===== src/rtl/mem_access_ctrl.sv =====
// Processor-side initiator for the 64x32 RAM: sequences address, select, read_w and data
// around one request, waits for MFC (with timeout) and returns read data with a done pulse.
module mem_access_ctrl #(
  parameter int ADDR_W        = 6,
  parameter int DATA_W        = 32,
  parameter int ACCESS_CYCLES = 1,
  parameter int TIMEOUT       = 15
) (
  input  logic              clk,
  input  logic              reset,
  input  logic              req,
  input  logic              wr,
  input  logic [ADDR_W-1:0] addr,
  input  logic [DATA_W-1:0] wdata,
  output logic [DATA_W-1:0] rdata,
  output logic              done,
  output logic              err,
  output logic              busy,
  output logic [ADDR_W:0]   mem_address,
  output logic [DATA_W-1:0] mem_dataIn,
  input  logic [DATA_W-1:0] mem_dataOut,
  output logic              mem_read_w,
  input  logic              mem_MFC
);

  // state  | meaning
  // IDLE   | waiting for req; RAM deselected, read_w high
  // SETUP  | address/data settled; read select asserted, write select asserted on exit
  // ACCESS | select held, cycle counter running, waiting for MFC or timeout
  // DONE   | done/err pulse visible; lines hold, returns to IDLE

  typedef enum logic [1:0] {
    S_IDLE   = 2'd0,
    S_SETUP  = 2'd1,
    S_ACCESS = 2'd2,
    S_DONE   = 2'd3
  } state_t;

  localparam logic [8:0] ACC_LIM = 9'(ACCESS_CYCLES);
  localparam logic [8:0] TO_LIM  = 9'(TIMEOUT);

  state_t            state_q, state_d;
  logic [7:0]        cnt_q, cnt_d;
  logic              wr_q, wr_d;
  logic [ADDR_W:0]   addr_q, addr_d;
  logic [DATA_W-1:0] data_in_q, data_in_d;
  logic              read_w_q, read_w_d;
  logic [DATA_W-1:0] rdata_q, rdata_d;
  logic              done_q, done_d;
  logic              err_q, err_d;
  logic              busy_q, busy_d;

  logic [8:0] cnt_inc;
  logic       acc_ok;
  logic       acc_to;

  assign cnt_inc = {1'b0, cnt_q} + 9'd1;
  assign acc_ok  = (state_q == S_ACCESS) && mem_MFC && (cnt_inc >= ACC_LIM);
  assign acc_to  = (state_q == S_ACCESS) && !acc_ok && (cnt_inc == TO_LIM);

  always_ff @(posedge clk) begin
    if (reset) begin
      state_q   <= S_IDLE;
      cnt_q     <= '0;
      wr_q      <= 1'b0;
      addr_q    <= {1'b1, {ADDR_W{1'b0}}};
      data_in_q <= '0;
      read_w_q  <= 1'b1;
      rdata_q   <= '0;
      done_q    <= 1'b0;
      err_q     <= 1'b0;
      busy_q    <= 1'b0;
    end else begin
      state_q   <= state_d;
      cnt_q     <= cnt_d;
      wr_q      <= wr_d;
      addr_q    <= addr_d;
      data_in_q <= data_in_d;
      read_w_q  <= read_w_d;
      rdata_q   <= rdata_d;
      done_q    <= done_d;
      err_q     <= err_d;
      busy_q    <= busy_d;
    end
  end

  always_comb begin
    state_d = state_q;
    case (state_q)
      S_IDLE:   if (req) state_d = S_SETUP;
      S_SETUP:  state_d = S_ACCESS;
      S_ACCESS: if (acc_ok || acc_to) state_d = S_DONE;
      S_DONE:   state_d = S_IDLE;
      default:  state_d = S_IDLE;
    endcase
  end

  // Address and data only move while read_w is high, so the RAM never sees a stray write.
  always_comb begin
    cnt_d     = cnt_q;
    wr_d      = wr_q;
    addr_d    = addr_q;
    data_in_d = data_in_q;
    read_w_d  = read_w_q;
    rdata_d   = rdata_q;
    done_d    = 1'b0;
    err_d     = 1'b0;
    busy_d    = busy_q;
    case (state_q)
      S_IDLE: begin
        if (req) begin
          wr_d      = wr;
          addr_d    = {wr, addr};
          data_in_d = wdata;
          read_w_d  = 1'b1;
          busy_d    = 1'b1;
        end
      end
      S_SETUP: begin
        cnt_d = '0;
        if (wr_q) begin
          addr_d[ADDR_W] = 1'b0;
          read_w_d       = 1'b0;
        end
      end
      S_ACCESS: begin
        cnt_d = cnt_inc[7:0];
        if (acc_ok || acc_to) begin
          addr_d[ADDR_W] = 1'b1;
          read_w_d       = 1'b1;
          done_d         = 1'b1;
          err_d          = acc_to;
          if (acc_ok && !wr_q) rdata_d = mem_dataOut;
        end
      end
      S_DONE: begin
        busy_d = 1'b0;
      end
      default: begin
        busy_d = 1'b0;
      end
    endcase
  end

  assign rdata       = rdata_q;
  assign done        = done_q;
  assign err         = err_q;
  assign busy        = busy_q;
  assign mem_address = addr_q;
  assign mem_dataIn  = data_in_q;
  assign mem_read_w  = read_w_q;

endmodule


===== config.mk =====
export PLATFORM = sky130hd
export DESIGN_NAME = mem_access_ctrl
export DESIGN_NICKNAME = d
export VERILOG_FILES = /design/src/rtl/mem_access_ctrl.sv
export SDC_FILE = /design/constraint.sdc
export NUM_CORES = 1
export LEC_CHECK = 0
export ABC_AREA = 0
export CELL_PAD_IN_SITES_DETAIL_PLACEMENT = 1
export CELL_PAD_IN_SITES_GLOBAL_PLACEMENT = 2
export CORE_UTILIZATION = 24
export CTS_CLUSTER_SIZE = 8
export DETAILED_ROUTE_END_ITERATION = 7
export PLACE_DENSITY = 0.87
export SYNTH_ARGS = -nofsm -noshare
export SYNTH_HDL_FRONTEND = slang
export SYNTH_SLANG_ARGS = --single-unit

===== constraint.sdc =====
create_clock -name clk -period 3.1 [get_ports clk]
set_input_delay 0.465 -clock clk [delete_from_list [all_inputs] [get_ports clk]]
set_output_delay 0.465 -clock clk [all_outputs]
set_load 0.01 [all_outputs]

## Word level (Yosys, flattened, before mapping)

Index checks and enable logic that the tools add are counted.

| storage, ports and cells | value |
|---|---|
| input bits | 75 |
| word-level logic and storage cells | 53 |
| output and inout bits | 75 |
| register bits | 86 |

| cells by class | value |
|---|---|
| bitwise gates (word level) | 2 |
| mux-type cells | 12 |
| $lt $le $gt $ge | 1 |
| add/sub/neg operators | 1 |
| equal/unequal tests | 7 |
| reductions and logical operators | 19 |

Operator list:

| operator | number |
|---|---|
| case mux 8 bit (2 select lines) | 1 |
| adder 8 x 1 -> 9 bit, second input constant | 1 |
| equality test 9 x 4 -> 1 bit, second input constant | 1 |
| greater-or-equal comparator 9 x 1 -> 1 bit, second input constant | 1 |
| case mux 2 bit (4 select lines) | 1 |
| 2-to-1 mux 7 bit | 1 |
| case mux 1 bit (3 select lines) | 2 |
| AND reduction 2 bit | 3 |
| logical AND 1 bit | 5 |
| equality test 2 bit, second input constant | 2 |
| 2-to-1 mux 1 bit | 4 |
| 2-to-1 mux 2 bit | 2 |
| != test 2 bit, second input constant | 2 |
| AND reduction 4 bit | 1 |
| nonzero test 2 bit | 2 |
| AND reduction 3 bit | 1 |
| nonzero test 3 bit | 1 |
| OR reduction 3 bit | 1 |
| equality test 2 x 1 -> 1 bit, second input constant | 1 |
| logical NOT 1 bit | 2 |
| logical NOT 2 bit | 1 |
| != test 2 x 1 -> 1 bit, second input constant | 1 |
| NOT 1 bit | 2 |
| case mux 1 bit (2 select lines) | 1 |
| 2 further kinds | 2 |

## Longest topological paths before layout

| logic depth | value |
|---|---|
| depth after elaboration | 9 |
| depth in mapped cells | 9 |
| mapped depth without buffers | 7 |

## Least setup slack after synthesis

OpenSTA, ideal clock, no wires.

| timing path | value |
|---|---|
| kind | register -> register |
| start point | register cnt_q[0] |
| end point | register rdata_q[0] (netlist: rdata[0]) |
| setup slack | 0.681 ns |
| setup time | 0.072 ns |
| data required time | 3.028 ns |
| buffers on the path | 2 |
| arrival time | 2.347 ns |
| stages on the path, launching flop included | 10 |
| period minus slack after synthesis | 2.419 ns |
| path through | dfxtp_1 ha_1 and3_1 buf_2 and3_1 o311a_1 o21a_1 nor4b_4 buf_6 mux2i_1 |

| between the ends | value |
|---|---|
| cells in the longest elaborated chain, start to end | 8 |
| elaborated cells on any way between the ends | 10 |
| classes of those cells | add/sub: 1; order compare: 1; eq/ne: 1; reduce/logical: 7 |

Ends and longest elaborated chain:

| what | RTL line | text |
|---|---|---|
| start, declared | 43 | `logic [7:0] cnt_q, cnt_d;` |
| start signal, assigned | 75 | `cnt_q <= cnt_d;` |
| adder 8 x 1 -> 9 bit * | 57 | `assign cnt_inc = {1'b0, cnt_q} + 9'd1;` |
| greater-or-equal comparator 9 x 1 -> 1 bit | 58 | `assign acc_ok = (state_q == S_ACCESS) && mem_MFC && (cnt_inc >= ACC_LIM);` |
| logical AND 1 bit | 58 |  |
| logical NOT 1 bit | 59 | `assign acc_to = (state_q == S_ACCESS) && !acc_ok && (cnt_inc == TO_LIM);` |
| logical AND 1 bit (2 in series) | 59 |  |
| logical OR 1 bit | 128 | `if (acc_ok \|\| acc_to) begin` |
| AND reduction 3 bit (no source line) * | n/a |  |
| end signal, assigned | 80 | `rdata_q <= rdata_d;` |
| end, declared | 48 | `logic [DATA_W-1:0] rdata_q, rdata_d;` |

Mark *: on every way between the ends. The rest lies on a longest branch, timed or not.
A chain may end at the register's enable or synchronous reset.

## Worst setup path after layout

| timing path | value |
|---|---|
| start point | register cnt_q[1] |
| end point | register rdata_q[1] (netlist: rdata[1]) |

Same word-level chain as after synthesis.

==> out/results.ini <==
[floorplanning]
floorplan.io_pins = 150
die_y_um = 128
dieWidth_um = 128
placement_rows = 45
core_region_area_sq_um = 15300
die-area_sq_um = 16300
initial_core_util_pct = 24.7

[cts]
cts_tree = built
cts_max_level = 3
post_cts_hold_buffer_count = 0
post_cts_buffers = 0
gates_resized_cts_repair = 0
tritoncts.num_buffers = 9
clock-sinks = 86
clock_latency_on_the_worst_skew_pair_ns = 0.34
clockRootBuffer = clkbuf_16
clock_tree.buffer_depth = 2
clkTransAtPathRegs_ns = 0.06

[synth]
mapped_cell_area_sq_um = 3780
netlist.top_cell.by_area = dfxtp_1
post-synth-top-area-fraction_pct = 45.5
synth.cells.most_frequent = 90 x nand2_1, 86 x dfxtp_1, 71 x nand2b_1
post_synth.cell_area_avg_sq_um = 8.55
synthesis.yosys.warnings = 0
synth_enable_flop_cells = 0
synth_fp_nets = 524
synth_cell_types = 38
synth_flop_cell = dfxtp_1
post_synth_main_area_contributors = dfxtp_1 46%, nand2b_1 12%, mux2i_1 9.3%, nand2_1 8.9%, a21oi_1 6.2%
synth_seq_area_share_pct = 45.5
ys_async_sr_fraction_pct = 0
synthMostInstantiatedCell = nand2_1
synth-seq-cells = 86
cell_count_after_synthesis = 442

[route]
detail_route.wl_per_cell_um = 13.6
postRouteWirelength_um = 10800
vias_per_cell = 4.36
detail_route.iter0.violations = 76
detailedRoute.firstPassIterationCount = 4
route.vias.total = 3450
detail-route-antenna-nets = 0
drc = 0

[global_route]
track_usage_pct = 13.7
first_global_vias = 3624
antenna_found_initial = 0
pin_count_of_the_biggest_net_entering_global_routing = 121
grt_overflow_total = 0
grt_first_pass_wirelength_um = 17600

[finish]
nets = 657
antenna-diode-count = 0
multi_input_comb_area_sq_um = 1890
layout.area.seq_sq_um = 1720
drive_gt1_share_pct = 4.14
layout-area-overhead-vs-synth_pct = 52.2
layout.filler_cells = 1788

[critical_path]
path_max_fanout = 32
worst-setup-path-type = register to register
setup.worst_path.start_class = register
crit_arrival_ns = 2.80
worst-endpoint-required_ns = 3.36
cp-end-kind = register

[timing]
setup_viol = 0
setup-tns-final_ns = 0
worst_slew_margin_relative_to_its_limit_pct = 69.5
finalClockSkew_ns = 0.00805
max_slew.worst_pin.slew_ns = 0.457
max_freq_mhz = 393
layout_min_cycle_time_ns = 2.54
grt_setup_unrepaired = no
period_share_pct = 82.1
finalHoldViolations = 0
fin_hold_ws_ns = 0.454
finalMaxSlewViolations = 0

[place]
place.detailed.hpwl_um = 7700
place_congestion = 0.780
port_buffers = 149

[pwr]
p_per_area_nw_per_um2 = 639
power.leakage_uw = 0.00202
peak_supply_drop_mv = 0.354

[min_path]
timing.hold.worst.class = register to register

[run]
timing.max_cap.violations = 0

[outcome]
outcome = completed

==> logic make-up (layout without fill, tap and decap cells) <==
logic type,after synthesis,count (layout),share of synthesized area [%]
fa+ha+maj,7,7,2.32
buf+inv,37,175,4.50
simple gates,205,205,27.3
flops,86,86,45.5
compound gates,71,71,10.8
mux,35,35,9.27
xor+xnor,1,1,0.232
==> worst paths after layout <==
path | start | to | slack, ns | cells after the start
setup / recovery | cnt_q[1] | rdata[1] | 0.56 | 8
hold / removal | mem_dataIn[0] | mem_dataIn[0] | 0.45 | 2
setup reg to reg | cnt_q[1] | rdata[1] | 0.56 | 8
hold reg to reg | mem_dataIn[0] | mem_dataIn[0] | 0.45 | 2
==> through the flow <==
stage / util (%) / total power (uW) / worst slack, ns / area (sq um) / instances
final: 37.6 / 3680 / 0.556 / 5750 / 791
after global routing: 37.6 / 3930 / 0.397 / 5750 / 791
after CTS: 37.6 / 3760 / 0.531 / 5750 / 791
after detailed placement: 35.5 / 2580 / 0.543 / 5440 / 775
after global placement: 35.5 / 2530 / 0.670 / 5440 / 775
after floorplan: - / 2020 / 0.681 / 3780 / 442
==> metal layers <==
metal	wire (um)	vias up	track usage (%)
met4	100	0	3.50
met5	0	-	0
met1	4440	1627	14.6
met2	5210	92	23.8
met3	1020	9	7.16
li1	-	1722	-
==> critical path: stages (launching register included) <==
cell,delay (ns)
dfxtp_1,0.39
ha_1,0.28
and3_1,0.27
and3_1,0.21
o311a_1,0.37
o21a_1,0.15
nor4b_4,0.27
buf_12,0.28
mux2i_1,0.23
==> flip-flops by register name (all words and copies together), names as in the netlist <==
signal       cells
done             1
cnt_q            8
busy             1
wr_q             1
mem_dataIn      32
mem_address      7
state_q          2
mem_read_w       1
rdata           32
err              1
==> layout by cell type, fill, tap and decap left out, types with 2 or more instances in the layout <==
master           instances
and3_1                   3
nor2b_1                  3
mux2i_1                 35
a31o_2                   2
buf_12                   2
clkbuf_16                9
nor2_1                  17
inv_1                    6
a22oi_1                  2
ha_1                     7
nand3_1                  5
buf_4                    2
a211oi_1                 2
clkinv_2                 2
a21oi_1                 47
dfxtp_1                 86
o21a_1                   3
nor3_1                   7
bufinv_16                2
o21ai_0                  7
nand2b_1                71
nand2_1                 90
clkdlybuf4s50_1        148
==> area by class of cell <==
type,count,area share (%)
multi-input combinational,319,32.8
clock inverter,6,1.50
timing repair buffer,153,26.8
sequential,86,29.9
clock buffer,10,3.98
inverter,6,0.391
tap,211,4.59
==> where the power goes <==
group          leakage (uW)  switching (uW)  internal [uW]
Clock              0.000152             445            704
Sequential         0.000700            92.4           1260
Combinational       0.00117             606            568
Total               0.00202            1140           2540
No activity file was read; power rests on OpenSTA's default activity.
